### src/rtl/sum_window_accumulator.sv
// Sums WINDOW consecutive unsigned samples and presents the total with a sticky overflow flag.
// Define ACC_SATURATE_EN to clamp the total at all-ones on overflow; otherwise it wraps.
module sum_window_accumulator #(
  parameter int WIDTH     = 8,
  parameter int ACC_WIDTH = 16,
  parameter int WINDOW    = 8
) (
  input  logic                 clk,
  input  logic                 rst,
  input  logic [WIDTH-1:0]     in_data,
  input  logic                 in_valid,
  output logic                 in_ready,
  input  logic                 clear,
  output logic [ACC_WIDTH-1:0] out_data,
  output logic                 out_overflow,
  output logic                 out_valid,
  input  logic                 out_ready
);

  typedef enum logic {ACCUM, HOLD} state_t;

  localparam int         SUM_W      = ACC_WIDTH + 1;
  localparam logic [7:0] LAST_COUNT = 8'(WINDOW - 1);

  state_t               state;
  logic [ACC_WIDTH-1:0] acc;
  logic [ACC_WIDTH-1:0] acc_next;
  logic [7:0]           count;
  logic                 sticky;
  logic                 carry;
  logic [SUM_W-1:0]     sum_ext;

  assign in_ready = (state == ACCUM);
  assign sum_ext  = {1'b0, acc} + SUM_W'(in_data);
  assign carry    = sum_ext[ACC_WIDTH];

  // Once saturated, acc is all-ones, so any further nonzero sample carries again and stays clamped.
  always_comb begin
    acc_next = sum_ext[ACC_WIDTH-1:0];
`ifdef ACC_SATURATE_EN
    if (carry) acc_next = '1;
`endif
  end

  always_ff @(posedge clk or posedge rst) begin
    if (rst) begin
      state        <= ACCUM;
      acc          <= '0;
      count        <= '0;
      sticky       <= 1'b0;
      out_data     <= '0;
      out_overflow <= 1'b0;
      out_valid    <= 1'b0;
    end else if (clear) begin
      // Abort wins over accepts and pending results; out_data keeps its last value.
      state     <= ACCUM;
      acc       <= '0;
      count     <= '0;
      sticky    <= 1'b0;
      out_valid <= 1'b0;
    end else begin
      case (state)
        ACCUM: begin
          if (in_valid) begin
            acc    <= acc_next;
            sticky <= sticky | carry;
            count  <= count + 8'd1;
            if (count == LAST_COUNT) begin
              out_data     <= acc_next;
              out_overflow <= sticky | carry;
              out_valid    <= 1'b1;
              state        <= HOLD;
            end
          end
        end
        HOLD: begin
          if (out_ready) begin
            out_valid <= 1'b0;
            acc       <= '0;
            count     <= '0;
            sticky    <= 1'b0;
            state     <= ACCUM;
          end
        end
        default: state <= ACCUM;
      endcase
    end
  end

endmodule
### config.mk
export PLATFORM = sky130hd
export DESIGN_NAME = sum_window_accumulator
export DESIGN_NICKNAME = d
export VERILOG_FILES = /design/src/rtl/sum_window_accumulator.sv
export SDC_FILE = /design/constraint.sdc
export NUM_CORES = 1
export LEC_CHECK = 0
export ABC_AREA = 1
export CORE_UTILIZATION = 50
export CTS_CLUSTER_DIAMETER = 50
export DETAILED_ROUTE_END_ITERATION = 12
export PLACE_DENSITY = 0.8
export SLEW_MARGIN = 30
export SYNTH_ARGS = -nofsm -noshare
export SYNTH_HDL_FRONTEND = slang
export SYNTH_SLANG_ARGS = --single-unit
### constraint.sdc
create_clock -name clk -period 2 [get_ports clk]
set_input_delay 0.3 -clock clk [delete_from_list [all_inputs] [get_ports clk]]
set_output_delay 0.3 -clock clk [all_outputs]
set_load 0.1 [all_outputs]
After elaboration in Yosys (flattened, before gate mapping) --
Cells that the tools add are included.
Word-level totals: register bits 44, input port bits 13, output and inout bits 19, word-level logic and storage cells 40
Operators by class: $add $sub $neg 2, equality and inequality tests 4, multiplexer cells 21, bitwise gates (word level) 3, reduce and logical (&&, ||, !) cells 3
Operators by type and width (number):
- $mux 16 | 3
- $pmux 16 s2 | 1
- $mux 8 | 3
- $add 16x8->17 | 1
- $pmux 8 s2 | 1
- $mux 1 | 10
- $add 8x1->8 const B | 1
- $eq 8x3->1 const B | 1
- $pmux 1 s2 | 3
- $reduce_and 4->1 | 1
- $ne 3x1->1 const B | 1
- $ne 3x2->1 const B | 1
- $ne 3x3->1 const B | 1
- $reduce_and 3->1 | 1
- $not 1->1 | 2
- $reduce_and 2->1 | 1
- $or 1x1->1 | 1

Logic depth before layout (Yosys ltp) --
Gate-level depths: netlist of the first run.
depth after elaboration 5, depth in mapped cells 12, mapped depth without buffers 12

Least setup slack after synthesis of the first run --
Ideal clock, no wire load.
path kind flip-flop to flip-flop, start point register state, end point register sticky, library setup time 0.077 ns, arrival 1.653 ns, data required time 1.923 ns, setup slack 0.270 ns, stages on the path, launching flop included 6, buffers on the path 0, clock period less this slack 1.730 ns, cells stage by stage dfrtp_1 inv_1 o21ai_0 inv_1 o21ai_0 a21oi_1
Between the ends: word-level cells in the longest chain between the ends 3, elaborated cells between the ends (all ways) 6, those cells by class 2 x eq/ne; 2 x mux; 1 x bitwise; 1 x reduce/logical
Ends and longest elaborated chain:
- start: declaration | line 25 | state_t state;
- start signal: assignment | line 47 | state <= ACCUM;
- start signal: assignment | line 56 | state <= ACCUM;
- start signal: assignment | line 72 | state <= HOLD;
- $not 1->1 (no source line) *
- named net in_ready | line 12 | output logic in_ready,
- $pmux 1 s2 or $ne 3x2->1 (tied branches)
- $mux 1 or $reduce_and 2->1 (tied branches)
- end signal: assignment | line 66 | sticky <= sticky | carry;
- end: declaration | line 29 | logic sticky;
Mark *: on every way through the listed nets, which the timed path passes. The rest lies on a longest branch. A chain may end at the register's enable or synchronous reset.

Worst setup path in the final report of the first run --
start point input port in_data[6], end point register acc[7]
Between the ends: word-level cells in the longest chain between the ends 4
Ends and longest elaborated chain:
- start: declaration | line 10 | input logic [WIDTH-1:0] in_data,
- $add 16x8->17 | line 34 | assign sum_ext = {1'b0, acc} + SUM_W'(in_data);
- $mux 16 | line 64 | if (in_valid) begin
- $pmux 16 s2 | line 62 | case (state)
- $mux 16 | line 54 | end else if (clear) begin
- end signal: assignment | line 65 | acc <= acc_next;
- end: declaration | line 26 | logic [ACC_WIDTH-1:0] acc;
No other way between the ends. The select of a mux whose other input is x is not followed.

==> results of run 1 <==
logic make-up (layout without fill, tap and decap cells):
logic type | Yosys count | count (layout) | share of synthesized area, %
adders and majority gates | 10 | 10 | 5.32
buffers and inverters | 46 | 91 | 7.98
DFF | 44 | 44 | 44.2
AOI/OAI and AO/OA | 40 | 40 | 9.23
xor gates and xnor gates | 6 | 6 | 2.11
and+or+nand+nor | 180 | 180 | 31.2
routing by layer:
metal	share of wire, %	wire (µm)
met1	46	2470
met2	49	2650
met3	3.4	183
met4	2.0	109
met5	0	0
metrics by stage:
step	TNS (ps)	area [µm²]	setup WS, ps
after floorplan	0	2490	270
after global placement	-1190	2900	-147
after detailed placement	-1540	2900	-180
after CTS	0	3030	121
after global routing	0	3040	23.8
final	0	3040	140
final timing paths:
| check | start | to | cells past startpoint |
|---|---|---|---|
| setup / recovery | in_data[6] | acc[7]$_DFFE_PP0P_ | 8 |
| hold / removal | rst | out_data[12]$_DFFE_PP0P_ | 3 |
| setup reg to reg | acc[6]$_DFFE_PP0P_ | acc[7]$_DFFE_PP0P_ | 7 |
| hold reg to reg | out_data[13]$_DFFE_PP0P_ | out_data[13]$_DFFE_PP0P_ | 2 |
| max in group asynchronous | rst | acc[7]$_DFFE_PP0P_ | 3 |
| min in group clk | out_data[13]$_DFFE_PP0P_ | out_data[13]$_DFFE_PP0P_ | 2 |
power by group:
part           internal, µW  total (µW)  switching, µW  leakage (µW)
Clock                   492         797            305     0.0000642
Combinational           147         379            232      0.000958
Sequential              919         940           21.4      0.000608
Total                  1560        2120            559       0.00163
cells in the mapped netlist (all sizes together):
| cell type | instances |
|---|---|
| ha | 9 |
| a21o | 1 |
| xor2 | 2 |
| buf | 5 |
| clkinv | 1 |
| nor3 | 5 |
| a22o | 1 |
| nand3 | 32 |
| dfrtp | 44 |
| nand4 | 3 |
| nand2 | 117 |
| and2 | 1 |
| xnor2 | 4 |
| nor2 | 16 |
| inv | 40 |
| a21oi | 10 |
| fa | 1 |
| a21boi | 1 |
| a31oi | 1 |
| o21ai | 24 |
| o21bai | 2 |
| nand3b | 3 |
| nor3b | 1 |
| or2 | 2 |
worst reg2reg max path, stage by stage (launching register included):
cell and delay (ps):
dfrtp_1 390, ha_1 350, nand2_1 120, inv_1 80, a21oi_1 160, nand2_1 130, xor2_1 320, o21ai_0 140
repair_timing:
action	4_1_cts	5_1_grt
endpoints found under the setup margin	0	5
gates resized for setup	0	3
buffers inserted	0	0
cell type report:
class,count,area (µm²),share of cell area [%]
sequential,44,1100,36.2
timing repair buffer,43,365,12.0
clock inverter,2,60.1,1.98
tap,67,83.8,2.76
inverter,41,155,5.11
clock buffer,5,68.8,2.27
multi-input combinational,236,1200,39.6
state kept, by name, indices dropped and copies added, names as in the netlist:
signal,cells
acc,16
out_data,16
count,8
out_overflow,1
out_valid,1
state,1
sticky,1
==> results.toml, run 1 <==
[outcome]
outcome = "finished, final reports clean"

[clocking]
h-tree-depth = 2
cts_buffers = 5
cts.hold.buffers_added = 0
cts.sinks = 44
cts_max_path_buffers = 2
clk_latency_ps = 300
root_buffer = "clkbuf_8"
cts_tree = "built"
path_clk_slew_ps = 90

[route]
dr.pass1.iters = 4
drc_errors = 0
vias = 2208
wl_per_cell_um = 12.4
final_antenna_net_count = 0
drt_iter0_markers = 131
via_per_inst = 5.04
routed_wl_um = 5410

[worst_setup_path]
cp-start-kind = "input pin"
crit_slowest_cell = "clkdlybuf4s50_1"
cp_top_family = "buffers and inverters"
crit_fanout = 4
worstPathCellList = "clkdlybuf4s50_1 > ha_1 > nand2_1 > inv_1 > a21oi_1 > nand2_1 > xor2_1 > o21ai_0"
end_kind = "register"
critical_path_class = "in -> reg"
critical-path-max-stage-delay_ps = 420
cp_common_cell = "nand2_1"
r2r_setup_slack_ps = 190
critPathRequiredTime_ps = 2170
cp.arrival_ps = 2030
critPathBufInv = 2

[timing]
hold_slack_ps = 337
rsz0062_at_grt = "no"
worst_slew_pin_slew_ps = 402
fin_crit_sh_pct = 93.0
setup_viol = 0
clock-skew-final_ps = 9.37
finalCriticalPeriod_ps = 1860
max_clock_freq_ghz = 0.537
hold_viol = 0
slew_violations = 0
relSlewSlack_pct = 73.1

[final_layout]
final_cell_mix = "116 x nand2_1, 44 x dfrtp_1, 39 x inv_1"
nNetsFinal = 394
fillers = 422
postLayoutCoreUtil_pct = 63.9
layout-drive-gt1-share_pct = 13.7
diodes = 0
syn2layout_area_growth_pct = 21.8
final_common_cell = "nand2_1"
stdcell_count = 438

[yosys]
ys_ff_latch = 44
yosysTopAreaCell = "dfrtp_1"
synthesis.nets = 349
synth.top_cell.area_share_pct = 44.2
synthTopCellsByArea = "dfrtp_1 44%, nand2_1 17%, nand3_1 6.4%"
avgSynthCellArea_um2 = 7.65
ys_seq_area_share_pct = 44.2
synth_cell_type_count = 31
syn_inst = 326
synth_area_um2 = 2490
yosysWarnings = 0

[grt]
grt_pass1_vias = 2095
top_usage_layer = "met2"
use_met1_pct = 28.8
grt_max_degree = 45
grt_antenna_before_repair = 0
use_met3_pct = 3.31
overflow = 0
grtUsageTotal_pct = 22.7
grt_pass1_wl_um = 9100
met2_usage_pct = 38.4

[placement]
place_hpwl_um = 3920
placedCellCount = 431
portBuffers = 31
routabilityCongestion = 0.885

[power_and_ir_drop]
p_leak_uw = 0.00163
p_per_area_nw_per_um2 = 697
peakVddDrop_mv = 0.501
power_uw = 2120

[floorplanning]
start_util_pct = 52.4
rows = 25
die_x_um = 72.6
dieArea_um2 = 5270
pin_count = 32
core_um2 = 4750
fp.dieH_um = 72.6

[min_path]
hp-class = "in -> async"

[job]
maxCapViolCount = 0
No activity file was read; power rests on OpenSTA's default activity.
==> inputs of run 2 (changes only) <==
--- a/config.mk
+++ b/config.mk
@@ -6,7 +6,9 @@
 export NUM_CORES = 1
 export LEC_CHECK = 0
 export ABC_AREA = 1
+export CAP_MARGIN = 30
 export CORE_UTILIZATION = 50
+export CTS_BUF_LIST = sky130_fd_sc_hd__clkbuf_8
 export CTS_CLUSTER_DIAMETER = 50
 export DETAILED_ROUTE_END_ITERATION = 12
 export PLACE_DENSITY = 0.8
==> results of run 2 <==
No change in the layout: final DEF, timing and power equal those of run 1.
